### src/rtl/jtag_master_if.sv
// Command/response channel between a host controller and jtag_master.
// The host side drives commands; the JTAG engine answers with captured TDO.
interface jtag_master_if;
    logic        cmd_valid;
    logic        cmd_ready;
    logic [4:0]  cmd_len;
    logic [31:0] cmd_tms;
    logic [31:0] cmd_tdi;
    logic        rsp_valid;
    logic [31:0] rsp_tdo;
    logic        busy;

    modport master (
        output cmd_valid,
        output cmd_len,
        output cmd_tms,
        output cmd_tdi,
        input  cmd_ready,
        input  rsp_valid,
        input  rsp_tdo,
        input  busy
    );

    modport slave (
        input  cmd_valid,
        input  cmd_len,
        input  cmd_tms,
        input  cmd_tdi,
        output cmd_ready,
        output rsp_valid,
        output rsp_tdo,
        output busy
    );
endinterface

### src/rtl/jtag_master.sv
// Host-side JTAG initiator: shifts up to 32 bits of TMS/TDI per command
// and returns the TDO bits sampled on each TCK rising edge.
module jtag_master #(
    parameter int CLK_DIV = 4
) (
    input  logic          clk_i,
    input  logic          rst_i,
    jtag_master_if.slave  bus,
    output logic          jtag_tck_o,
    output logic          jtag_tms_o,
    output logic          jtag_tdi_o,
    input  logic          jtag_tdo_i
);

    localparam int CW = (CLK_DIV > 1) ? $clog2(CLK_DIV) : 1;
    localparam logic [CW-1:0] DIV_LAST = CW'(CLK_DIV - 1);

    typedef enum logic [1:0] {
        IDLE,
        LOW,
        HIGH,
        DONE
    } state_t;

    state_t        state;
    state_t        state_n;
    logic [CW-1:0] div_cnt;
    logic [4:0]    bit_idx;
    logic [4:0]    len_q;
    logic [31:0]   tms_q;
    logic [31:0]   tdi_q;
    logic [31:0]   tdo_sr;
    logic [31:0]   rsp_tdo_q;
    logic          accept;
    logic          phase_end;
    logic          last_bit;

    always_comb begin
        accept    = (state == IDLE) && bus.cmd_valid;
        phase_end = (div_cnt == DIV_LAST);
        last_bit  = (bit_idx == len_q);
        state_n   = state;
        unique case (state)
            IDLE:    if (accept) state_n = LOW;
            LOW:     if (phase_end) state_n = HIGH;
            HIGH:    if (phase_end) state_n = last_bit ? DONE : LOW;
            DONE:    state_n = IDLE;
            default: state_n = IDLE;
        endcase
    end

    always_ff @(posedge clk_i or posedge rst_i) begin
        if (rst_i) begin
            state <= IDLE;
        end else begin
            state <= state_n;
        end
    end

    // Phase counter restarts on every state change so each phase is CLK_DIV long.
    always_ff @(posedge clk_i or posedge rst_i) begin
        if (rst_i) begin
            div_cnt <= '0;
        end else if (state_n != state) begin
            div_cnt <= '0;
        end else if (state == LOW || state == HIGH) begin
            div_cnt <= div_cnt + 1'b1;
        end
    end

    always_ff @(posedge clk_i or posedge rst_i) begin
        if (rst_i) begin
            len_q      <= '0;
            tms_q      <= '0;
            tdi_q      <= '0;
            tdo_sr     <= '0;
            bit_idx    <= '0;
            rsp_tdo_q  <= '0;
            jtag_tck_o <= 1'b0;
            jtag_tms_o <= 1'b1;
            jtag_tdi_o <= 1'b0;
        end else begin
            jtag_tck_o <= (state_n == HIGH);
            if (accept) begin
                len_q      <= bus.cmd_len;
                tms_q      <= bus.cmd_tms;
                tdi_q      <= bus.cmd_tdi;
                tdo_sr     <= '0;
                bit_idx    <= '0;
                jtag_tms_o <= bus.cmd_tms[0];
                jtag_tdi_o <= bus.cmd_tdi[0];
            end
            // The LOW->HIGH edge is the TCK rising edge seen by the target.
            if (state == LOW && phase_end) begin
                tdo_sr[bit_idx] <= jtag_tdo_i;
            end
            if (state == HIGH && phase_end && !last_bit) begin
                bit_idx    <= bit_idx + 5'd1;
                jtag_tms_o <= tms_q[bit_idx + 5'd1];
                jtag_tdi_o <= tdi_q[bit_idx + 5'd1];
            end
            if (state_n == DONE) begin
                rsp_tdo_q <= tdo_sr;
            end
        end
    end

    assign bus.cmd_ready = (state == IDLE);
    assign bus.busy      = (state != IDLE);
    assign bus.rsp_valid = (state == DONE);
    assign bus.rsp_tdo   = rsp_tdo_q;

endmodule
### src/flat_wrapper.sv
// flat-port wrapper written by rule: the top's interface ports become plain ports
module jtag_master_flat 
#(
    parameter int CLK_DIV = 4
)
  (clk_i, rst_i, jtag_tck_o, jtag_tms_o, jtag_tdi_o, jtag_tdo_i, bus_cmd_valid, bus_cmd_len, bus_cmd_tms, bus_cmd_tdi, bus_cmd_ready, bus_rsp_valid, bus_rsp_tdo, bus_busy);
  jtag_master_if bus_i ();
  input  logic clk_i;
  input  logic rst_i;
  output logic jtag_tck_o;
  output logic jtag_tms_o;
  output logic jtag_tdi_o;
  input  logic jtag_tdo_i;
  input wire logic [$bits(bus_i.cmd_valid)-1:0] bus_cmd_valid;
  input wire logic [$bits(bus_i.cmd_len)-1:0] bus_cmd_len;
  input wire logic [$bits(bus_i.cmd_tms)-1:0] bus_cmd_tms;
  input wire logic [$bits(bus_i.cmd_tdi)-1:0] bus_cmd_tdi;
  output wire logic [$bits(bus_i.cmd_ready)-1:0] bus_cmd_ready;
  output wire logic [$bits(bus_i.rsp_valid)-1:0] bus_rsp_valid;
  output wire logic [$bits(bus_i.rsp_tdo)-1:0] bus_rsp_tdo;
  output wire logic [$bits(bus_i.busy)-1:0] bus_busy;
  assign bus_i.cmd_valid = bus_cmd_valid;
  assign bus_i.cmd_len = bus_cmd_len;
  assign bus_i.cmd_tms = bus_cmd_tms;
  assign bus_i.cmd_tdi = bus_cmd_tdi;
  assign bus_cmd_ready = bus_i.cmd_ready;
  assign bus_rsp_valid = bus_i.rsp_valid;
  assign bus_rsp_tdo = bus_i.rsp_tdo;
  assign bus_busy = bus_i.busy;
  jtag_master #(.CLK_DIV(CLK_DIV)) u_core (.clk_i(clk_i), .rst_i(rst_i), .bus(bus_i), .jtag_tck_o(jtag_tck_o), .jtag_tms_o(jtag_tms_o), .jtag_tdi_o(jtag_tdi_o), .jtag_tdo_i(jtag_tdo_i));
endmodule
### config.mk
export PLATFORM = sky130hd
export DESIGN_NAME = jtag_master_flat
export DESIGN_NICKNAME = d
export VERILOG_FILES = /design/src/rtl/jtag_master_if.sv /design/src/rtl/jtag_master.sv /design/src/flat_wrapper.sv
export SDC_FILE = /design/constraint.sdc
export NUM_CORES = 1
export LEC_CHECK = 0
export CAP_MARGIN = 0
export CORE_UTILIZATION = 50
export CTS_BUF_LIST = sky130_fd_sc_hd__clkbuf_4
export CTS_CLUSTER_SIZE = 16
export DETAILED_ROUTE_END_ITERATION = 7
export HOLD_SLACK_MARGIN = 0.02
export PLACE_DENSITY = 0.75
export SETUP_SLACK_MARGIN = 0.05
export SLEW_MARGIN = 20
export SYNTH_ARGS = -nofsm -noshare
export SYNTH_HDL_FRONTEND = slang
export SYNTH_SLANG_ARGS = --single-unit
### constraint.sdc
create_clock -name clk_i -period 5.3 [get_ports clk_i]
set_input_delay 0.795 -clock clk_i [delete_from_list [all_inputs] [get_ports clk_i]]
set_output_delay 0.795 -clock clk_i [all_outputs]
set_load 0.01 [all_outputs]
==> metrics.md, run 1 <==
| Metric | Value |
|---|---|
| Share of cells above drive strength 1 | `0.120` |
| Number of remaining DRC errors | `0` |
| Total Routed Length | `14300 µm` |
| Ys async rst share | `1.00` |
| Worst rel slew slack | `0.283` |
| Ports | `111` |
| Total track usage | `0.219` |
| Vias | `5060` |
| Wire per inst | `15.2 µm` |
| Chip height | `119 µm` |
| Synth warnings | `0` |
| Mapped Nets | `749` |
| Die W | `119 µm` |
| Register area | `3630 µm²` |
| Cells after synthesis | `666` |
| Post-route cell area | `8220 µm²` |
| CTS sink cnt | `145` |
| Die ar. | `roughly 14000 µm²` |
| Syn avg cell area | `around 10 µm²` |
| Worst hold slack | `0.487 ns` |
| CP Data Arrival Time | `3.75 ns` |
| FILL cells | `~1.1k` |
| H-tree levels | `4` |
| Fmax | `~300 MHz` |
| FF-to-FF path depth | `7` |
| Layout area overhead | `20.5%` |
| # hold bufs at CTS | `0` |
| Placed wire-length estimate | `9880 µm` |
| Share of the synthesized area in the top cell type | `0.529` |
| Reg clk slew, reported paths | `approximately 0.12 ns` |
| Critical-path maximum fanout | `23` |
| Post-synth EDFFs | `0` |
| Vias/cell | `roughly 5.4` |
| Worst-Skew Late Latency | `approximately 0.56 ns` |
| DR pass1 iterations | `5` |
| Routability cong. | `0.796` |
| Fin Setup TNS | `0 ns` |
| Most common cell after layout, fill and taps aside | `nand2_1` |
| CTS tree | `yes` |
| Peak VDD IR | `0.000249 V` |
| Synth cell types | `44` |
| Setup CP Type | `reg -> reg` |
| DRT iter0 DRCs | `342` |
| Layout net count | `837` |
| Clock root cell | `clkbuf_4` |
| Final hold vios | `0` |
| Critical path endpoint category | `flip-flop` |
| CP startpoint kind | `flip-flop` |
| # Post-CTS Setup Buffers | `0` |
| Cell family with most CP delay | `flip-flops` |
| Stages on worst setup path | `7` |
| Inserted Diodes | `0` |
| # resized after CTS | `0` |
| Final slew viol count | `0` |
| CTS Buffer Depth | `2` |
| Hold Path Class | `reg -> reg` |
| Final antenna-violating net count | `0` |
| Worst Hold Path Cells | `2` |
| Crit-path cells | `inv_1 > ha_1 > mux4_2 > mux2i_1 > a22oi_1 > a21oi_1 > a31oi_1` |
| Global-route wire length before repair | `roughly 24000 µm` |
| Core area | `13300 µm²` |
| Yosys top cell by area | `dfrtp_1` |
| Final Setup Violations | `0` |
| Most frequent cells in the layout | `nand2_1, dfrtp_1, clkdlybuf4s50_1` |
| Initial core utilization | `0.513` |
| Total CTS buffers | `17` |
| Dpl cell area | `7960 µm²` |
| RSZ-0062 raised after global routing | `false` |
| Register area share after synthesis | `0.532` |
| Max_cap viols | `0` |
| Area of the multi-input gates | `slightly below 3000 µm²` |
| Cell row count | `42` |
| Initial antenna violation count | `0` |
| Tightest Pin Transition | `1.08 ns` |
| Largest net degree at the start of global routing | `109` |
| Worst Path Required | `5.74 ns` |
| Worst path max stage delay | `0.99 ns` |
| Fin crit share | `0.625` |
| Pwr Density | `382 nW/µm²` |
| Yosys reg bits | `145` |
| Final Skew | `0.0206 ns` |
| Static Leakage | `4.09 nW` |
| Vias in the first global route | `5014` |
| IO buf count | `110` |
| Mapped cell area | `about 7000 µm²` |
| Run status | `finished, final reports clean` |
| CP max stage cell | `dfrtp_1` |
| Largest cells by area after synthesis | `dfrtp_1, nand2_1, mux2_4` |
| Min Tclk post-route | `between 3 and 4 ns` |
| WP buf/inv | `1` |
| Top_reg_cell synth | `dfrtp_1` |
| Total gr overflow | `0` |
-- synth_stat cells, drive strengths merged (2+ instances only) --
master / count
nor3: 4
and3b: 2
nor3b: 2
mux2: 32
and2: 2
nor2b: 3
a21oi: 7
inv: 9
nand3: 52
buf: 13
xor2: 3
nand3b: 3
mux2i: 9
nand2: 255
and3: 5
a22oi: 4
o21ai: 9
xnor2: 6
a31oi: 2
o31ai: 3
o211ai: 24
mux4: 16
dfrtp: 144
ha: 10
clkbuf: 31
nor2: 6
-- routing by layer --
metal  share of wire  global-route usage
met5               0                   0
met4           0.014              0.0799
met3           0.047              0.0463
met2            0.50               0.366
met1            0.44               0.280
-- registers in the layout (all words and copies together), names as in the netlist --
register / count
u_core.jtag_tck_o: 1
u_core.len_q: 5
u_core.bus.rsp_tdo: 32
u_core.tdi_q: 32
u_core.tdo_sr: 32
u_core.state: 2
u_core.div_cnt: 2
u_core.tms_q: 32
u_core.jtag_tdi_o: 1
u_core.jtag_tms_o: 1
u_core.bit_idx: 5
-- tightest hold or removal path: stages (launching register included) --
cell	delay (ns)
dfrtp_1	0.36
nand2_1	0.05
nand2_1	0.05
-- power by group --
part / leakage (nW) / total [W] / internal, W / switching (W)
Combinational: 2.05 / 0.000914 / 0.000403 / 0.000511
Clock: 0.137 / 0.000645 / 0.000242 / 0.000403
Sequential: 1.90 / 0.00158 / 0.00138 / 0.000192
-- path summary, 6_finish.rpt --
kind,startpoint,endpoint,slack (ns)
max in group asynchronous,rst_i,u_core.tms_q[1],3.45
hold reg to reg,u_core.tdi_q[30],u_core.tdi_q[30],0.49
min in group asynchronous,rst_i,u_core.div_cnt[1],0.79
setup reg to reg,u_core.bit_idx[0],u_core.jtag_tdi_o,1.99
hold / removal,u_core.tdi_q[30],u_core.tdi_q[30],0.49
setup / recovery,u_core.bit_idx[0],u_core.jtag_tdi_o,1.99
-- final cells by class --
class                   count  area share
clock buffers              19      0.0174
clock inverters            13      0.0136
inverters                   9     0.00472
multi-input cells         468       0.359
flip-flops and latches    145       0.442
well taps                 176      0.0268
repair buffers            113       0.137
-- cells by family after synthesis --
| logic type | Yosys count | synth area share |
|---|---|---|
| adders and majority gates | 10 | 0.0184 |
| xor gates and xnor gates | 9 | 0.0143 |
| DFF | 145 | 0.532 |
| buffers and inverters | 53 | 0.0362 |
| AOI/OAI and AO/OA | 56 | 0.0575 |
| and+or+nand+nor | 336 | 0.206 |
| muxes | 57 | 0.135 |
-- through the flow --
stage / total power [W] / util / setup WS (ns) / cells
3_5_place_dp: 0.00251 / 0.599 / 1.94 / 911
2_1_floorplan: 0.00222 / - / 0.612 / 666
5_1_grt: 0.00335 / 0.618 / 1.59 / 943
6_report: 0.00314 / 0.618 / 1.99 / 943
3_3_place_gp: 0.00247 / 0.599 / 2.14 / 911
4_1_cts: 0.00315 / 0.618 / 1.92 / 943
No activity file was read; power rests on OpenSTA's default activity.
==> run 2, diff against run 1 <==
- PLACE_DENSITY: 0.75 -> 0.78
- clock period: 5.3 -> 2.7 ns (I/O delays scaled with it)
==> run 2 against run 1 <==
  * Combinational power is 110% higher
  * Sequential power grew 92%
  * Die area did not move
  * Critical endpoint is now bus_busy
  * Largest cell class unchanged
  * Highest routed layer unchanged
==> metrics.md, run 2 (same netlist as run 1, synthesis figures left out) <==
| Metric | Value |
|---|---|
| Run status | `finished, final reports clean` |
| GR Util met2 | `0.378` |
| Static Leakage | `~4.2 nW` |
| Vias | `5131` |
| Total track usage | `0.225` |
| Peak VDD IR | `approximately 0.00048 V` |
| Pwr Density | `775 nW/µm²` |
| CTS sink cnt | `around 150` |
| Reg clk slew, reported paths | `0.12 ns` |
| Number of remaining DRC errors | `0` |
| Cell row count | `42` |
| Largest net degree at the start of global routing | `146` |
| M1 GR Usage | `0.275` |
| Placed wire-length estimate | `10200 µm` |
| Share of cells above drive strength 1 | `0.134` |
| Busiest layer in global routing | `met2` |
| Critical-path maximum fanout | `6` |
| Hold Path Class | `in -> reg` |
| Worst rel slew slack | `0.448` |
| Final antenna-violating net count | `0` |
| Vias in the first global route | `5247` |
| Die ar. | `14100 µm²` |
| Vias/cell | `5.38` |
| Inserted Diodes | `0` |
| Clock root cell | `clkbuf_4` |
| CP startpoint kind | `flip-flop` |
| DRT iter0 DRCs | `322` |
| H-tree levels | `4` |
| IO buf count | `110` |
| CP Data Arrival Time | `2.07 ns` |
| Wire per inst | `around 15 µm` |
| Chip height | `119 µm` |
| Fin cells | `953` |
| RSZ-0062 raised after global routing | `false` |
| Total CTS buffers | `17` |
| Final Skew | `0.0162 ns` |
| CTS Buffer Depth | `2` |
| Layout net count | `848` |
| CTS tree | `yes` |
| Total gr overflow | `0` |
| Fmax | `403 MHz` |
| Tightest Pin Transition | `0.826 ns` |
| Max_cap viols | `0` |
| Final Setup Violations | `0` |
| Die W | `roughly 120 µm` |
| Fin crit share | `0.918` |
| Initial core utilization | `0.513` |
| Worst Path Required | `around 2.3 ns` |
| Inst Count DP | `922` |
| Initial antenna violation count | `0` |
| Most common cell after layout, fill and taps aside | `nand2_1` |
| Worst-Skew Late Latency | `roughly 0.56 ns` |
| Final slew viol count | `0` |
| Setup CP Type | `reg -> out` |
| # Post-CTS Setup Buffers | `0` |
| Most frequent cells in the layout | `nand2_1, dfrtp_1, clkdlybuf4s50_1` |
| GR met3 Demand/Resource | `0.0550` |
| Min Tclk post-route | `2.48 ns` |
| Ports | `111` |
| Critical path endpoint category | `primary output` |
| Global-route wire length before repair | `24800 µm` |
| Fin Setup TNS | `0 ns` |
| Core area | `13300 µm²` |
| Layout area overhead | `23.5%` |
| DR pass1 iterations | `7` |
| Final hold vios | `0` |
| Routability cong. | `0.814` |
| Total Routed Length | `14600 µm` |
==> run 2: cell types whose count changed in the layout (fill, tap and decap cells not counted), moves of 2 or more <==
cell / before / now
buf_4: 3 / 11
bufinv_16: 1 / 5
buf_12: 0 / 3
clkbuf_4: 19 / 17
inv_6: 4 / 2
==> run 2: timing repair <==
item,in CTS,in global routing
endpoints found under the setup margin,0,25
resized for setup,0,1
endpoints found under the hold margin,0,0
hold buffers,0,0
==> run 2: critical path: stages (launching register included) <==
cell	delay, ns
dfrtp_1	0.48
inv_1	0.15
ha_1	0.29
inv_1	0.08
clkdlybuf4s50_1	0.53
==> run 2: area by class of cell <==
class / instances / area (µm²)
Sequential cell: 145 / 3630
Clock inverter: 14 / 211
Inverter: 9 / 37.5
Fill cell: 1074 / 4870
Multi-Input combinational cell: 468 / 2950
Tap cell: 176 / 220
Clock buffer: 17 / 128
Timing Repair Buffer: 124 / 1240
==> run 2: layer usage <==
layer | vias up | share of wire
li1 | 2447 | -
met1 | 2471 | 0.43
met2 | 174 | 0.50
met3 | 39 | 0.052
met4 | 0 | 0.026
met5 | - | 0
==> run 2: report_power, final <==
| part | switching [W] | internal, W | leakage, nW |
|---|---|---|---|
| clock | 0.000784 | 0.000825 | 0.184 |
| combinational | 0.00105 | 0.000826 | 2.12 |
| sequential | 0.000317 | 0.00272 | 1.90 |
| total | 0.00216 | 0.00437 | 4.21 |
==> run 2: worst paths after layout <==
kind                             startpoint                endpoint  slack [ns]  depth (start not counted)
setup / recovery            u_core.state[0]                bus_busy        0.22                          4
min in group asynchronous             rst_i  u_core.bus.rsp_tdo[28]        0.40                          3
max in group asynchronous             rst_i         u_core.tms_q[1]        1.74                          3
setup reg to reg            u_core.state[1]  u_core.bus.rsp_tdo[13]        0.24                          8
hold reg to reg            u_core.tdi_q[26]        u_core.tdi_q[26]        0.48                          2
hold / removal               bus_cmd_tdi[7]         u_core.tdi_q[7]        0.35                          3
==> run 2: through the flow <==
stage	area [µm²]	util	setup WS [ns]	hold WS [ns]	power, W
2_1_floorplan	6820	-	0.0944	0.440	0.00436
3_3_place_gp	8080	0.608	0.314	0.453	0.00485
3_5_place_dp	8080	0.608	0.175	0.459	0.00497
4_1_cts	8420	0.633	0.173	0.316	0.00658
5_1_grt	8420	0.633	0.0912	0.319	0.00694
6_report	8420	0.633	0.221	0.355	0.00653
==> run 3, diff against run 2 <==
- HOLD_SLACK_MARGIN: 0.02 -> unset
==> results of run 3 <==
Same layout as run 2: the final DEF is identical, and so are final timing and power.
